--- src/rtl/regfile_pkg.sv ---
// Shared register-file widths, link offset and the writeback request payload.
package regfile_pkg;

  localparam int unsigned RF_ADDR_W   = 5;
  localparam int unsigned RF_DATA_W   = 32;
  localparam int unsigned RF_NUM_REGS = 1 << RF_ADDR_W;
  localparam logic [31:0] LINK_OFFSET = 32'd4;

  typedef struct packed {
    logic                 link;
    logic [RF_ADDR_W-1:0] addr;
    logic [RF_DATA_W-1:0] data;
    logic [31:0]          pc;
  } wb_req_t;

  // Return address of a JAL/JALR; wraps modulo 2^32.
  function automatic logic [31:0] link_value(input logic [31:0] pc);
    return pc + LINK_OFFSET;
  endfunction

endpackage

--- src/rtl/regfile_wb_arbiter_if.sv ---
// Writeback requester bus plus register-file write port.
// WB_SCOREBOARD_EN adds the issue/busy scoreboard signals.
interface regfile_wb_arbiter_if
  import regfile_pkg::*;
#(
  parameter int unsigned NUM_REQ    = 3,
  parameter int unsigned ADDR_WIDTH = RF_ADDR_W,
  parameter int unsigned DATA_WIDTH = RF_DATA_W
);

  logic [NUM_REQ-1:0]            req_valid;
  logic [NUM_REQ-1:0]            req_ready;
  logic [NUM_REQ-1:0]            req_link;
  logic [NUM_REQ*ADDR_WIDTH-1:0] req_addr;
  logic [NUM_REQ*DATA_WIDTH-1:0] req_data;
  logic [NUM_REQ*32-1:0]         req_pc;
  logic                          wb_hold;
  logic                          rf_wen;
  logic [ADDR_WIDTH-1:0]         rf_waddr;
  logic [DATA_WIDTH-1:0]         rf_wdata;

`ifdef WB_SCOREBOARD_EN
  logic                          iss_valid;
  logic [ADDR_WIDTH-1:0]         iss_rd;
  logic [(1<<ADDR_WIDTH)-1:0]    rd_busy;

  modport master (
    output req_valid, req_link, req_addr, req_data, req_pc, wb_hold, iss_valid, iss_rd,
    input  req_ready, rf_wen, rf_waddr, rf_wdata, rd_busy
  );
  modport slave (
    input  req_valid, req_link, req_addr, req_data, req_pc, wb_hold, iss_valid, iss_rd,
    output req_ready, rf_wen, rf_waddr, rf_wdata, rd_busy
  );
`else
  modport master (
    output req_valid, req_link, req_addr, req_data, req_pc, wb_hold,
    input  req_ready, rf_wen, rf_waddr, rf_wdata
  );
  modport slave (
    input  req_valid, req_link, req_addr, req_data, req_pc, wb_hold,
    output req_ready, rf_wen, rf_waddr, rf_wdata
  );
`endif

endinterface

--- src/rtl/regfile_wb_arbiter_rr_arbiter.sv ---
// Round-robin arbiter: one-hot grant from the first request at/after the pointer.
// Pointer moves past the winner only when a grant is issued.
module rr_arbiter #(
  parameter int unsigned N = 3
) (
  input  logic         clk,
  input  logic         rst_n,
  input  logic [N-1:0] req_i,
  input  logic         en_i,
  output logic [N-1:0] gnt_c_o
);

  localparam int unsigned PW = (N > 1) ? $clog2(N) : 1;

  logic [PW-1:0] ptr_q, ptr_d;
  logic [PW:0]   cand;
  logic [PW-1:0] idx;
  logic          found;

  always_comb begin
    gnt_c_o = '0;
    ptr_d   = ptr_q;
    found   = 1'b0;
    cand    = '0;
    idx     = '0;
    for (int k = 0; k < N; k++) begin
      cand = {1'b0, ptr_q} + (PW+1)'(k);
      if (cand >= (PW+1)'(N)) cand = cand - (PW+1)'(N);
      idx = cand[PW-1:0];
      if (!found && en_i && req_i[idx]) begin
        found        = 1'b1;
        gnt_c_o[idx] = 1'b1;
        ptr_d        = (idx == PW'(N-1)) ? '0 : idx + PW'(1);
      end
    end
  end

  always_ff @(posedge clk or negedge rst_n) begin
    if (!rst_n) ptr_q <= '0;
    else        ptr_q <= ptr_d;
  end

endmodule

--- src/rtl/regfile_wb_arbiter.sv ---
// Shares the register-file write port among NUM_REQ writeback requesters; resolves
// link writes and filters x0. WB_SCOREBOARD_EN adds a per-register pending scoreboard.
module regfile_wb_arbiter
  import regfile_pkg::*;
#(
  parameter int unsigned NUM_REQ    = 3,
  parameter int unsigned ADDR_WIDTH = RF_ADDR_W,
  parameter int unsigned DATA_WIDTH = RF_DATA_W
) (
  input logic                 clk,
  input logic                 rst_n,
  regfile_wb_arbiter_if.slave bus
);

  wb_req_t                req [NUM_REQ];
  wb_req_t                sel_c;
  logic [NUM_REQ-1:0]     gnt_c;
  logic                   grant_en_c;
  logic                   xfer_c;
  logic [DATA_WIDTH-1:0]  win_data_c;
  logic                   rf_wen_c;

  logic                   stg_vld_q, stg_vld_d;
  logic [ADDR_WIDTH-1:0]  stg_addr_q, stg_addr_d;
  logic [DATA_WIDTH-1:0]  stg_data_q, stg_data_d;

  always_comb begin
    for (int i = 0; i < NUM_REQ; i++) begin
      req[i].link = bus.req_link[i];
      req[i].addr = RF_ADDR_W'(bus.req_addr[i*ADDR_WIDTH +: ADDR_WIDTH]);
      req[i].data = RF_DATA_W'(bus.req_data[i*DATA_WIDTH +: DATA_WIDTH]);
      req[i].pc   = bus.req_pc[i*32 +: 32];
    end
  end

  // The stage always drains when not held, so it can accept whenever hold is low.
  assign grant_en_c = rst_n & ~bus.wb_hold;

  rr_arbiter #(.N(NUM_REQ)) u_rr (
    .clk     (clk),
    .rst_n   (rst_n),
    .req_i   (bus.req_valid),
    .en_i    (grant_en_c),
    .gnt_c_o (gnt_c)
  );

  assign bus.req_ready = gnt_c;
  assign xfer_c        = |gnt_c;

  always_comb begin
    sel_c = '0;
    for (int i = 0; i < NUM_REQ; i++) begin
      if (gnt_c[i]) sel_c = req[i];
    end
  end

  assign win_data_c = sel_c.link ? DATA_WIDTH'(link_value(sel_c.pc)) : DATA_WIDTH'(sel_c.data);

  // Output stage: load on transfer, empty on drain, freeze under hold.
  always_comb begin
    stg_vld_d  = stg_vld_q;
    stg_addr_d = stg_addr_q;
    stg_data_d = stg_data_q;
    if (xfer_c) begin
      stg_vld_d  = 1'b1;
      stg_addr_d = ADDR_WIDTH'(sel_c.addr);
      stg_data_d = win_data_c;
    end else if (!bus.wb_hold) begin
      stg_vld_d  = 1'b0;
    end
  end

  always_ff @(posedge clk or negedge rst_n) begin
    if (!rst_n) begin
      stg_vld_q  <= 1'b0;
      stg_addr_q <= '0;
      stg_data_q <= '0;
    end else begin
      stg_vld_q  <= stg_vld_d;
      stg_addr_q <= stg_addr_d;
      stg_data_q <= stg_data_d;
    end
  end

  assign rf_wen_c     = stg_vld_q & ~bus.wb_hold & (stg_addr_q != '0);
  assign bus.rf_wen   = rf_wen_c;
  assign bus.rf_waddr = stg_addr_q;
  assign bus.rf_wdata = stg_data_q;

`ifdef WB_SCOREBOARD_EN
  localparam int unsigned NREGS = 1 << ADDR_WIDTH;

  logic [1:0] cnt_q [NREGS];
  logic [1:0] cnt_d [NREGS];
  logic       inc_c, dec_c;

  // Saturating pending-write counters; simultaneous issue and drain cancel.
  always_comb begin
    inc_c = 1'b0;
    dec_c = 1'b0;
    for (int r = 0; r < NREGS; r++) begin
      cnt_d[r] = cnt_q[r];
      inc_c    = bus.iss_valid && (bus.iss_rd == ADDR_WIDTH'(r)) && (r != 0);
      dec_c    = rf_wen_c && (stg_addr_q == ADDR_WIDTH'(r));
      if (inc_c && !dec_c && cnt_q[r] != 2'd3)      cnt_d[r] = cnt_q[r] + 2'd1;
      else if (dec_c && !inc_c && cnt_q[r] != 2'd0) cnt_d[r] = cnt_q[r] - 2'd1;
    end
  end

  always_ff @(posedge clk or negedge rst_n) begin
    if (!rst_n) begin
      for (int r = 0; r < NREGS; r++) cnt_q[r] <= 2'd0;
    end else begin
      for (int r = 0; r < NREGS; r++) cnt_q[r] <= cnt_d[r];
    end
  end

  always_comb begin
    bus.rd_busy = '0;
    for (int r = 0; r < NREGS; r++) bus.rd_busy[r] = (cnt_q[r] != 2'd0);
  end
`endif

endmodule

--- src/flat_wrapper.sv ---
// flat-port wrapper written by rule: the top's interface ports become plain ports
module regfile_wb_arbiter_flat import regfile_pkg::*;
#(
  parameter int unsigned NUM_REQ    = 3,
  parameter int unsigned ADDR_WIDTH = RF_ADDR_W,
  parameter int unsigned DATA_WIDTH = RF_DATA_W
)
  (clk, rst_n, bus_req_valid, bus_req_link, bus_req_addr, bus_req_data, bus_req_pc, bus_wb_hold, bus_req_ready, bus_rf_wen, bus_rf_waddr, bus_rf_wdata);
  regfile_wb_arbiter_if #(.NUM_REQ(NUM_REQ), .ADDR_WIDTH(ADDR_WIDTH), .DATA_WIDTH(DATA_WIDTH)) bus_i ();
  input logic clk;
  input logic rst_n;
  input wire logic [$bits(bus_i.req_valid)-1:0] bus_req_valid;
  input wire logic [$bits(bus_i.req_link)-1:0] bus_req_link;
  input wire logic [$bits(bus_i.req_addr)-1:0] bus_req_addr;
  input wire logic [$bits(bus_i.req_data)-1:0] bus_req_data;
  input wire logic [$bits(bus_i.req_pc)-1:0] bus_req_pc;
  input wire logic [$bits(bus_i.wb_hold)-1:0] bus_wb_hold;
  output wire logic [$bits(bus_i.req_ready)-1:0] bus_req_ready;
  output wire logic [$bits(bus_i.rf_wen)-1:0] bus_rf_wen;
  output wire logic [$bits(bus_i.rf_waddr)-1:0] bus_rf_waddr;
  output wire logic [$bits(bus_i.rf_wdata)-1:0] bus_rf_wdata;
  assign bus_i.req_valid = bus_req_valid;
  assign bus_i.req_link = bus_req_link;
  assign bus_i.req_addr = bus_req_addr;
  assign bus_i.req_data = bus_req_data;
  assign bus_i.req_pc = bus_req_pc;
  assign bus_i.wb_hold = bus_wb_hold;
  assign bus_req_ready = bus_i.req_ready;
  assign bus_rf_wen = bus_i.rf_wen;
  assign bus_rf_waddr = bus_i.rf_waddr;
  assign bus_rf_wdata = bus_i.rf_wdata;
  regfile_wb_arbiter #(.NUM_REQ(NUM_REQ), .ADDR_WIDTH(ADDR_WIDTH), .DATA_WIDTH(DATA_WIDTH)) u_core (.clk(clk), .rst_n(rst_n), .bus(bus_i));
endmodule
--- config.mk ---
export PLATFORM = sky130hd
export DESIGN_NAME = regfile_wb_arbiter_flat
export DESIGN_NICKNAME = d
export VERILOG_FILES = /design/src/rtl/regfile_pkg.sv /design/src/rtl/regfile_wb_arbiter_if.sv /design/src/rtl/regfile_wb_arbiter_rr_arbiter.sv /design/src/rtl/regfile_wb_arbiter.sv /design/src/flat_wrapper.sv
export SDC_FILE = /design/constraint.sdc
export NUM_CORES = 1
export LEC_CHECK = 0
export ABC_CLOCK_PERIOD_IN_PS = 7400
export BUFFER_PORTS_ARGS = -buffer_cell sky130_fd_sc_hd__buf_2
export CAP_MARGIN = 20
export CORE_MARGIN = 3
export CORE_UTILIZATION = 40
export CTS_BUF_LIST = sky130_fd_sc_hd__clkbuf_8
export DETAILED_ROUTE_END_ITERATION = 6
export PLACE_DENSITY = 0.8
export SYNTH_ARGS = -nofsm -noshare
export SYNTH_HDL_FRONTEND = slang
export SYNTH_SLANG_ARGS = --single-unit
--- constraint.sdc ---
create_clock -name clk -period 7.4 [get_ports clk]
set_clock_uncertainty 0.2 [all_clocks]
set_input_delay 0.74 -clock clk [delete_from_list [all_inputs] [get_ports clk]]
set_output_delay 0.74 -clock clk [all_outputs]
set_load 0.01 [all_outputs]
# --- Word-level counts from Yosys, hierarchy flattened ---
# Cells that the tools add are included.
totals:
  out_inout_bits: 41
  ff_bits: 40
classes:
  n_mux: 32
  addsub: 9
  order_cmp: 9
  bitwise: 6
  n_eq_ne: 4
  n_reduce_logical: 13
op_table:
  columns: ["cell", "count"]
  rows:
  - ["$mux W70", 3]
  - ["$add A32 B3 Y32 const B", 1]
  - ["$mux W32", 1]
  - ["$mux W2", 9]
  - ["$mux W1", 10]
  - ["$lt A2 B3 Y1 const B", 3]
  - ["$mux W3", 3]
  - ["$logic_and A1 B1 Y1", 8]
  - ["$add A2 B1 Y2 const B", 3]
  - ["$bmux W1 S2", 3]
  - ["$demux W1 S2", 3]
  - ["$eq A2 B2 Y1 const B", 3]
  - ["$ge A2 B1 Y1 const B", 3]
  - ["$ge A3 B2 Y1 const B", 2]
  - ["$or A3 B3 Y3", 2]
  - ["$sub A2 B2 Y2 const B", 3]
  - ["$reduce_bool A5 Y1", 1]
  - ["$add A2 B1 Y3 const B", 1]
  - ["$add A2 B2 Y3 const B", 1]
  - ["$and A1 B1 Y1", 3]
  - ["$reduce_bool A3 Y1", 1]
  - ["$reduce_or A3 Y1", 1]
  - ["$ge A2 B2 Y1 const B", 1]
  - ["$logic_not A1 Y1", 2]
  - ["other kinds (2)", 2]

# --- Depth between registers and ports, before layout ---
# Gate-level depths: netlist of the first run.
depth:
  ltp_word: 19
  depth_mapped: 19

# --- Hierarchy ---
# From an unflattened synthesis of the first run, not the netlist that was laid out.
hier_totals:
  hier_cells: 495
  hier_area_um2: 4060.1
modules_own_cells:
  columns: ["module", "area_each_um2", "cells_each", "seq_area_each_um2", "n_inst"]
  rows:
  - ["regfile_wb_arbiter", 3681.0, 449, 950.9, 1]
  - ["rr_arbiter", 379.1, 46, 50.0, 1]

# --- Worst setup path after synthesis of the first run ---
# OpenSTA, ideal clock, no wires.
synth_path:
  kind: "register to register"
  start: "reg u_core.u_rr.ptr_q[1]"
  end: "reg u_core.stg_data_q[31], in the netlist u_core.bus.rf_wdata[31]"
  synth_period_minus_slack_ns: 4.069
  path_slack_ns: 3.331
  arrival_time_ns: 3.747
  stages_incl_launch_ff: 16
  cell_sequence: "dfrtp_1 > inv_1 > ha_1 > clkbuf_1 > mux2_2 > a21o_1 > buf_2 > inv_2 > and2_1 > nor3_1 > or4_4 > or3_1 > buf_2 > or4b_4 > nor3_2 > nor3b_2"
synth_via:
  elab_chain_cells: 19
  word_cells_on_any_way: 52
  classes_between: "add/sub: 6; order compare: 9; mux: 24; bitwise: 2; reduce/logical: 11"
synth_lines:
  columns: ["item", "line_no", "source"]
  rows:
  - ["start: declaration", "regfile_wb_arbiter_rr_arbiter.sv:15", "logic [PW-1:0] ptr_q, ptr_d;"]
  - ["start signal: assignment", "regfile_wb_arbiter_rr_arbiter.sv:40", "else ptr_q <= ptr_d;"]
  - ["branches (longest 13 deep; another with $add A2 B1 Y3)", null, null]
  - ["$mux W3 (*)", "regfile_wb_arbiter_rr_arbiter.sv:30", "if (!found && en_i && req_i[idx]) begin"]
  - ["$mux W70 (3 in series)", "regfile_wb_arbiter.sv:53", "if (gnt_c[i]) sel_c = req[i];"]
  - ["$add A32 B3 Y32", "regfile_pkg.sv:18", "return pc + LINK_OFFSET;"]
  - ["$mux W32", "regfile_wb_arbiter.sv:57", "assign win_data_c = sel_c.link ? DATA_WIDTH'(link_value(sel_c.pc)) : DATA_WIDTH'(sel_c.data);"]
  - ["end signal: assignment", "regfile_wb_arbiter.sv:81", "stg_data_q <= stg_data_d;"]
  - ["end: declaration", "regfile_wb_arbiter.sv:25", "logic [DATA_WIDTH-1:0] stg_data_q, stg_data_d;"]
# Mark *: on every way between the ends. The select of a mux whose other input is x is not followed.
# A chain may end at the register's enable or synchronous reset.

# --- Worst setup path in the final report of the first run ---
layout_path:
  start: "reg u_core.u_rr.ptr_q[0]"
  end: "reg u_core.stg_data_q[31], in the netlist u_core.bus.rf_wdata[31]"
# Same word-level chain as after synthesis.

==> results of run 1 <==
==> final timing paths <==
| kind | slack, ps | endpoint | cells past startpoint | from |
|---|---|---|---|---|
| min in group clk | 300 | u_core.bus.rf_wdata[8]$_DFFE_PN0P_ | 2 | u_core.bus.rf_wdata[8]$_DFFE_PN0P_ |
| worst max-delay path | 1830 | u_core.bus.rf_wdata[31]$_DFFE_PN0P_ | 14 | u_core.u_rr.ptr_q[0]$_DFFE_PN0P_ |
| worst min-delay path | 290 | u_core.u_rr.ptr_q[1]$_DFFE_PN0P_ | 2 | rst_n |
| worst min register to register | 300 | u_core.bus.rf_wdata[8]$_DFFE_PN0P_ | 2 | u_core.bus.rf_wdata[8]$_DFFE_PN0P_ |
| max in group asynchronous | 6310 | u_core.bus.rf_wdata[28]$_DFFE_PN0P_ | 2 | rst_n |
| worst max register to register | 1830 | u_core.bus.rf_wdata[31]$_DFFE_PN0P_ | 14 | u_core.u_rr.ptr_q[0]$_DFFE_PN0P_ |
==> registers in the layout, indices dropped and copies added (netlist names) <==
| name | count |
|---|---|
| u_core.bus.rf_wdata | 32 |
| u_core.u_rr.ptr_q | 2 |
| u_core.bus.rf_waddr | 5 |
| u_core.stg_vld_q | 1 |
==> final cells by class <==
| type | count | area (sq um) | share of cell area |
|---|---|---|---|
| Clock inverter | 2 | 10.0 | 0.00171 |
| Sequential cell | 40 | 1000 | 0.171 |
| Antenna cell | 1 | 2.50 | 0.000428 |
| Timing Repair Buffer | 266 | 1360 | 0.232 |
| Tap cell | 136 | 170 | 0.0291 |
| Clock buffer | 6 | 82.6 | 0.0141 |
| Multi-Input combinational cell | 509 | 3200 | 0.548 |
| Inverter | 5 | 18.8 | 0.00321 |
==> layout by cell type, fill, tap and decap left out, types with 3 or more instances in the layout <==
cell type | synthesis | routed
a211oi_1 | 3 | 3
a21oi_1 | 53 | 52
a221o_1 | 16 | 16
a221oi_1 | 12 | 12
a22o_1 | 5 | 5
a22oi_1 | 6 | 6
a311oi_1 | 21 | 21
a31oi_1 | 13 | 13
and2_1 | 4 | 4
and3_1 | 4 | 4
buf_2 | 8 | 256
buf_4 | 0 | 10
clkbuf_8 | 0 | 6
dfrtp_1 | 40 | 40
ha_1 | 5 | 5
inv_1 | 3 | 3
mux2i_1 | 13 | 12
mux2i_2 | 2 | 3
nand2_1 | 66 | 65
nand3_1 | 54 | 54
nand3b_1 | 4 | 4
nand4b_1 | 5 | 5
nor2_1 | 64 | 64
nor2b_1 | 4 | 4
nor3_1 | 11 | 10
nor4_1 | 10 | 10
o211ai_1 | 5 | 5
o21ai_0 | 31 | 31
o21ai_1 | 5 | 5
o22ai_1 | 15 | 15
o31ai_1 | 6 | 6
or3_1 | 6 | 6
xnor2_1 | 12 | 12
xor2_1 | 8 | 8
==> metal layers <==
metal  GRT usage  share of wire
met1       0.378           0.40
met2       0.468           0.47
met3      0.0524           0.10
met4       0.109          0.031
met5           0        0.00037
==> critical path: cells and delay by family (launching register included) <==
family	cells	cell delay (ps)
compound gates	3	1010
flops	1	430
simple gates	5	1930
mux	2	590
fa+ha+maj	1	280
buf+inv	3	990
==> cell families after synthesis <==
group	Yosys count
adders and majority gates	5
and+or+nand+nor	255
AOI/OAI and AO/OA	212
DFF	40
xor gates and xnor gates	20
buffers and inverters	57
muxes	17
==> stage by stage <==
| step | setup WS [ps] | std cells | utilization |
|---|---|---|---|
| 2_1_floorplan | 3330 | 606 | - |
| 3_3_place_gp | 1800 | 956 | 0.547 |
| 3_5_place_dp | 1710 | 956 | 0.547 |
| 4_1_cts | 1940 | 964 | 0.556 |
| 5_1_grt | 1420 | 965 | 0.556 |
| 6_report | 1830 | 965 | 0.556 |
==> power by group through the flow <==
stage	clock network, mW	logic, mW	registers [mW]
2_1_floorplan	0	0.844	0.441
3_5_place_dp	0	1.31	0.410
5_1_grt	0.166	1.45	0.422
4_1_cts	0.159	1.31	0.406
6_report	0.156	1.33	0.409
3_3_place_gp	0	1.29	0.410
==> results.md, run 1 <==
- Antenna-violating nets left: 0
- Share of layout cells above drive strength 1: 0.365
- # fillers: ~1000
- Clk_lat worst skew: roughly 300 ps
- Post-synth top cells: nand2_1, nor2_1, nand3_1
- Delay of the slowest critical-path stage: 740 ps
- Ys flop type: dfrtp_1
- First-pass DRT Iterations: 5
- Crit-path cells: inv_1 > ha_1 > mux2i_2 > mux2i_2 > o311ai_4 > nand2_4 > inv_2 > buf_4 > a21oi_1 > o31ai_1 > nand4_1 > or4b_4 > nor3_2 > nor3b_2
- Period utilisation layout: 0.752
- Fin area: just under 6000 sq um
- Ys Warns: 0
- Final setup fails: 0
- Global route overflow: 0
- Clock Sinks: 40
- Simple-gate share of the synthesized area: 0.289
- CP Max Fanout: 40
- Gate power share: 0.701
- Fin nets: roughly 1000
- Post-synthesis cell area: 4420 sq um
- I/O pin cnt: 257
- Syn_area_per_cell: between 7 and 8 sq um
- Gr usage total: 0.287
- Dominant cells by area after synthesis: dfrtp_1, nand3_1, a21oi_1
- Unrepaired setup endpoints after global routing: no
- Cts bufs inserted: 5
- Max cap viols: 0
- Critical path class: flop to flop
- Min-Delay Path Class: input port to async pin
- Share of the synthesized area in the top cell type: 0.227
- Syn Inst Count: between 600 and 700
- Reg power frac: 0.216
- WHS: approximately 290 ps
- Rel. slew slack: 0.291
- Area growth syn-to-layout: 32.3%
- Data required time of the critical path: ~7400 ps
- CP Launch Type: flop
- Initial Utilization: 0.420
- Hold violation count in the final report: 0
- DRC: 0
- Leakage power: between 2 and 3 nW
- Tot Pwr: between 1.5 and 2 mW
- Core box area: between 10000 and 15000 sq um
- Max-slew violation count: 0
- Die area: approximately 12000 sq um
- # resized after CTS: 0
- Power density over cell area: 324 nW/um^2
- Most numerous cell in the Yosys netlist: nand2_1
- GPL Wtd Cong: 0.950
- Post-CTS Hold Buffers: 0
- Setup bufs post-CTS: 0
- Main combinational cell family by area after synthesis: compound AO/OA/AOI/OAI gates
- DP Area: 5750 sq um
- Synth area leader: dfrtp_1
- Status: completed
- Worst-margin pin slew: ~1100 ps
- DP Wirelength: approximately 15000 um
- CP max-delay cell: or4b_4
- Placement row count: 37
- Max frequency: roughly 180 MHz
- Setup TNS Final: 0 ps
- Clk buf depth: 2
- Port Buffers: 256
- Switching Share: 0.510
- Internal Pwr Total: 0.928 mW
- Chip height: around 110 um
- #FFs+latches synth: 40
- Post-synthesis adder-cell area fraction: 0.0142
- Mapped Nets: roughly 830
- Final wirelength: between 15000 and 20000 um
- Vias in the first global route: 5546
- Post-synthesis xor/xnor area fraction: 0.0397
- Top cell by count, worst path: mux2i_2
- CTS H-Tree Depth: 2
- DR WL/cell: 19.6 um
- Clk slew on worst S/H paths: approximately 80 ps
- Vias per Instance: 6.15
- First-pass GRT wire length: 29000 um
- CP Capture Type: flop
- Maximum vdd ir drop: ~0.00021 V
- Clock power share: 0.082
- First-iteration detailed-routing DRC count: slightly below 600
- Synth cell types: 73
- Post-synth EDFFs: 0
- Crit path DAT: around 5600 ps
- Post-synthesis compound-gate area fraction: 0.335
- Register area share after synthesis: 0.227
- CTS root buf: clkbuf_8
- Antenna violations before repair: 2
- Largest net degree at the start of global routing: 62
- Switch Pwr: a little under 1 mW
- Async set-reset flop share out of synthesis: 1.00
- Die width: around 110 um
- Fraction of synthesized area in multiplexers: 0.0408
- Via Count: around 6000
- CTS tree: built
- Final min period: 5570 ps
(Power assumes the default switching activity.)
==> inputs of run 2 (changes only) <==
--- a/config.mk
+++ b/config.mk
@@ -5,14 +5,15 @@
 export SDC_FILE = /design/constraint.sdc
 export NUM_CORES = 1
 export LEC_CHECK = 0
-export ABC_CLOCK_PERIOD_IN_PS = 7400
+export ABC_AREA = 1
+export ABC_CLOCK_PERIOD_IN_PS = 5800
 export BUFFER_PORTS_ARGS = -buffer_cell sky130_fd_sc_hd__buf_2
 export CAP_MARGIN = 20
 export CORE_MARGIN = 3
 export CORE_UTILIZATION = 40
 export CTS_BUF_LIST = sky130_fd_sc_hd__clkbuf_8
 export DETAILED_ROUTE_END_ITERATION = 6
-export PLACE_DENSITY = 0.8
+export PLACE_DENSITY = 0.77
 export SYNTH_ARGS = -nofsm -noshare
 export SYNTH_HDL_FRONTEND = slang
 export SYNTH_SLANG_ARGS = --single-unit
==> constraint.sdc (replaced) <==
create_clock -name clk -period 5.8 [get_ports clk]
set_clock_uncertainty 0.2 [all_clocks]
set_input_delay 0.58 -clock clk [delete_from_list [all_inputs] [get_ports clk]]
set_output_delay 0.58 -clock clk [all_outputs]
set_load 0.01 [all_outputs]
==> run 2 against run 1 <==
- highest routed layer unchanged
- via count up 15%
- power up 63%
- area after synthesis up 18%
- sequential power up 31%
- clock-buffer cell count unchanged
- largest power group unchanged
- largest cell class unchanged
- clock power up 23%
- hold slack worse by 70 ps
==> results.md, run 2 <==
- Area growth syn-to-layout: 25.8%
- Post-CTS Hold Buffers: 0 (unchanged)
- # resized after CTS: 0 (unchanged)
- Post-synth EDFFs: 0 (unchanged)
- Mapped Nets: 1128 (+36%)
- Post-synthesis xor/xnor area fraction: 0.0152 (-0.0245)
- R2r setup slk: 950 ps (-880 ps)
- Status: completed
- Critical path class: flop to flop
- First-pass GRT wire length: 31800 um (+9.5%)
- Unrepaired setup endpoints after global routing: no
- Commonest cells after routing, fill and taps aside: nand2_1, buf_2, nand3_1, nor2_1, inv_1
- Placed Cells: 1289 (+35%)
- CTS H-Tree Depth: 2 (unchanged)
- CTS root buf: clkbuf_8
- Synth cell types: 37 (-49%)
- Cts bufs inserted: 5 (unchanged)
- Core box area: 12700 sq um (+21%)
- Worst-margin pin slew: 1040 ps (-13.5 ps)
- Reg2reg start: u_core.u_rr.ptr_q[0]$_DFFE_PN0P_
- Period utilisation layout: 0.836 (+0.0838)
- Simple-gate share of the synthesized area: 0.546 (+0.256)
- Most numerous cell in the Yosys netlist: nand2_1
- Max cap viols: 0 (unchanged)
- Ys Warns: 0 (unchanged)
- First-pass DRT Iterations: 5 (unchanged)
- Clock power share: 0.062 (-0.020)
- Power density over cell area: 472 nW/um^2 (+46%)
- Switching Share: 0.571 (+0.0609)
- CTS tree: built
- Via Count: 6790 (+15%)
- Hold violation count in the final report: 0 (unchanged)
- Antenna violations before repair: 1 (-1)
- Final min period: 4850 ps (-717 ps)
- Syn Inst Count: 907 (+50%)
- I/O pin cnt: 257 (unchanged)
- Initial Utilization: 0.410 (-0.0100)
- Share of layout cells above drive strength 1: 0.299 (-0.0661)
- Synth area leader: nand2_1
- CP Launch Type: flop
- WHS: 218 ps (-70.0 ps)
- Final core occ: 0.516 (-0.0398)
- Final setup fails: 0 (unchanged)
- Clk slew on worst S/H paths: 80 ps (about the same)
- Tot Pwr: 3.09 mW (+63%)
- Crit path DAT: 4810 ps (-750 ps)
- Main combinational cell family by area after synthesis: simple AND/OR/NAND/NOR gates
- Ys flop type: dfrtp_1
- Final wirelength: 20200 um (+6.8%)
- Pre-CTS WS: 1000 ps (-713 ps)
- Post-synthesis compound-gate area fraction: 0.133 (-0.203)
- Rel. slew slack: 0.301 (+0.00942)
- DP Area: 6450 sq um (+12%)
- DP Wirelength: 15900 um (+8.2%)
- Largest net degree at the start of global routing: 86 (+39%)
- Max reg flops: 32 (unchanged)
- Register area share after synthesis: 0.193 (-0.0341)
- Port Buffers: 256 (unchanged)
- Async set-reset flop share out of synthesis: 1.00 (unchanged)
- Clk_lat worst skew: 290 ps (about the same)
- Commonest non-fill, non-tap cell in the layout: nand2_1
- Ant. Diodes: 0 (-1)
- Leakage power: 3.50 nW (+36%)
- Clk buf depth: 2 (unchanged)
- CP Max Fanout: 85 (+110%)
- Worst setup margin: 951 ps (-883 ps)
- First-iteration detailed-routing DRC count: 396 (-32%)
- Antenna-violating nets left: 0 (unchanged)
- DRC: 0 (unchanged)
- CP Capture Type: flop
- Dominant cells by area after synthesis: nand2_1, dfrtp_1, nand3_1
- Share of the synthesized area in the top cell type: 0.236 (+0.00947)
- Max frequency: 206 MHz (+15%)
- Final cell count without fillers: 1297 (+34%)
- #FFs+latches synth: 40 (unchanged)
- Critical R2R Capture: u_core.bus.rf_wdata[4]$_DFFE_PN0P_
- Die width: 120 um (+8.0%)
- # fillers: 1409 (+36%)
- Reg power frac: 0.173 (-0.043)
- Gate power share: 0.765 (+0.064)
- Setup TNS Final: 0 ps (unchanged)
- Chip height: 120 um (+8.0%)
- DR WL/cell: 15.6 um (-21%)
- Placement row count: 41 (+11%)
- Vias in the first global route: 6413 (+16%)
- Syn_area_per_cell: 5.73 sq um (-21%)
- Global route overflow: 0 (unchanged)
- Min-Delay Path Class: input port to async pin
- Fin area: 6540 sq um (+12%)
- R2R depth: 16 (+2)
- Post-synth top cells: nand2_1, nand3_1, nor2_1
- Setup bufs post-CTS: 0 (unchanged)
- Max-slew violation count: 0 (unchanged)
- Gr usage total: 0.270 (-0.0174)
- Post-synthesis adder-cell area fraction: 0.0120 (-0.00213)
- Internal Pwr Total: 1.33 mW (+43%)
- Vias per Instance: 5.24 (-15%)
- Die area: 14400 sq um (+17%)
- Post-synthesis cell area: 5200 sq um (+18%)
- GPL Wtd Cong: 0.972 (+2.3%)
- Data required time of the critical path: 5760 ps (-1630 ps)
- Fin nets: 1345 (+28%)
- Maximum vdd ir drop: 0.000325 V (+58%)
- Fraction of synthesized area in multiplexers: 0 (-0.0408)
- Clock Sinks: 40 (unchanged)
- Switch Pwr: 1.76 mW (+83%)
run 2: cell types whose count changed after synthesis, moves of 16 or more:
cell      change
a21oi_1      -25
a221o_1      -16
a311oi_1     -21
inv_1        +45
nand2_1     +261
nand3_1     +100
nor2_1       +25
o211ai_1     +32
o21ai_0      -16
run 2: per-layer routing:
layer	vias to the layer above	GRT usage	part of all wire
li1	3403	-	-
met1	3103	0.330	0.41
met2	254	0.497	0.51
met3	28	0.0396	0.057
met4	2	0.0601	0.020
met5	-	0	0.00064
run 2: how the worst max path moves through the flow:
stage / start / slack [ps] / to
6_report: u_core.u_rr.ptr_q[0]$_DFFE_PN0P_ / 950 / u_core.bus.rf_wdata[4]$_DFFE_PN0P_
5_1_grt: u_core.u_rr.ptr_q[0]$_DFFE_PN0P_ / 480 / u_core.bus.rf_wdata[4]$_DFFE_PN0P_
4_1_cts: u_core.u_rr.ptr_q[0]$_DFFE_PN0P_ / 990 / u_core.bus.rf_wdata[4]$_DFFE_PN0P_
3_5_place_dp: u_core.u_rr.ptr_q[0]$_DFFE_PN0P_ / 1000 / u_core.bus.rf_wdata[4]$_DFFE_PN0P_
3_3_place_gp: u_core.u_rr.ptr_q[0]$_DFFE_PN0P_ / 1120 / u_core.bus.rf_wdata[5]$_DFFE_PN0P_
2_1_floorplan: u_core.u_rr.ptr_q[0]$_DFFE_PN0P_ / 2610 / u_core.bus.rf_wdata[30]$_DFFE_PN0P_
run 2: final cells by class:
class,instances,area [sq um],area share
Sequential cell,40,1000,0.153
Multi-Input combinational cell,756,3680,0.562
Clock buffer,6,82.6,0.0126
Tap cell,172,215,0.0329
Timing Repair Buffer,264,1340,0.205
Clock inverter,2,7.51,0.00115
Inverter,57,216,0.0331
run 2: worst max-delay path, stage by stage, from the launching register on:
cell and delay (ps):
dfrtp_1 380, inv_1 90, ha_1 500, nor2_1 110, nor2_2 160, nor2_4 60
nand3_1 60, nand2_1 70, inv_2 70, nand2_4 290, inv_4 680, nand2_1 160
o21ai_2 80, buf_4 330, clkinv_1 900, o211ai_1 420, nand3_1 120
run 2: power groups by stage:
stage                     Combinational [mW]  Clock [mW]  Sequential [mW]
final                                   2.36       0.192            0.535
after global routing                    2.67       0.207            0.551
after CTS                               2.37       0.194            0.531
after detailed placement                2.37           0            0.533
after global placement                  2.33           0            0.536
after floorplan                         1.68           0            0.579
run 2: cells by family (layout without fill, tap and decap cells):
kind of cell               after synthesis  count (layout)
AOI/OAI and AO/OA                      108             108
xor gates and xnor gates                 9               9
adders and majority gates                5               5
buffers and inverters                  111             329
DFF                                     40              40
and+or+nand+nor                        634             634
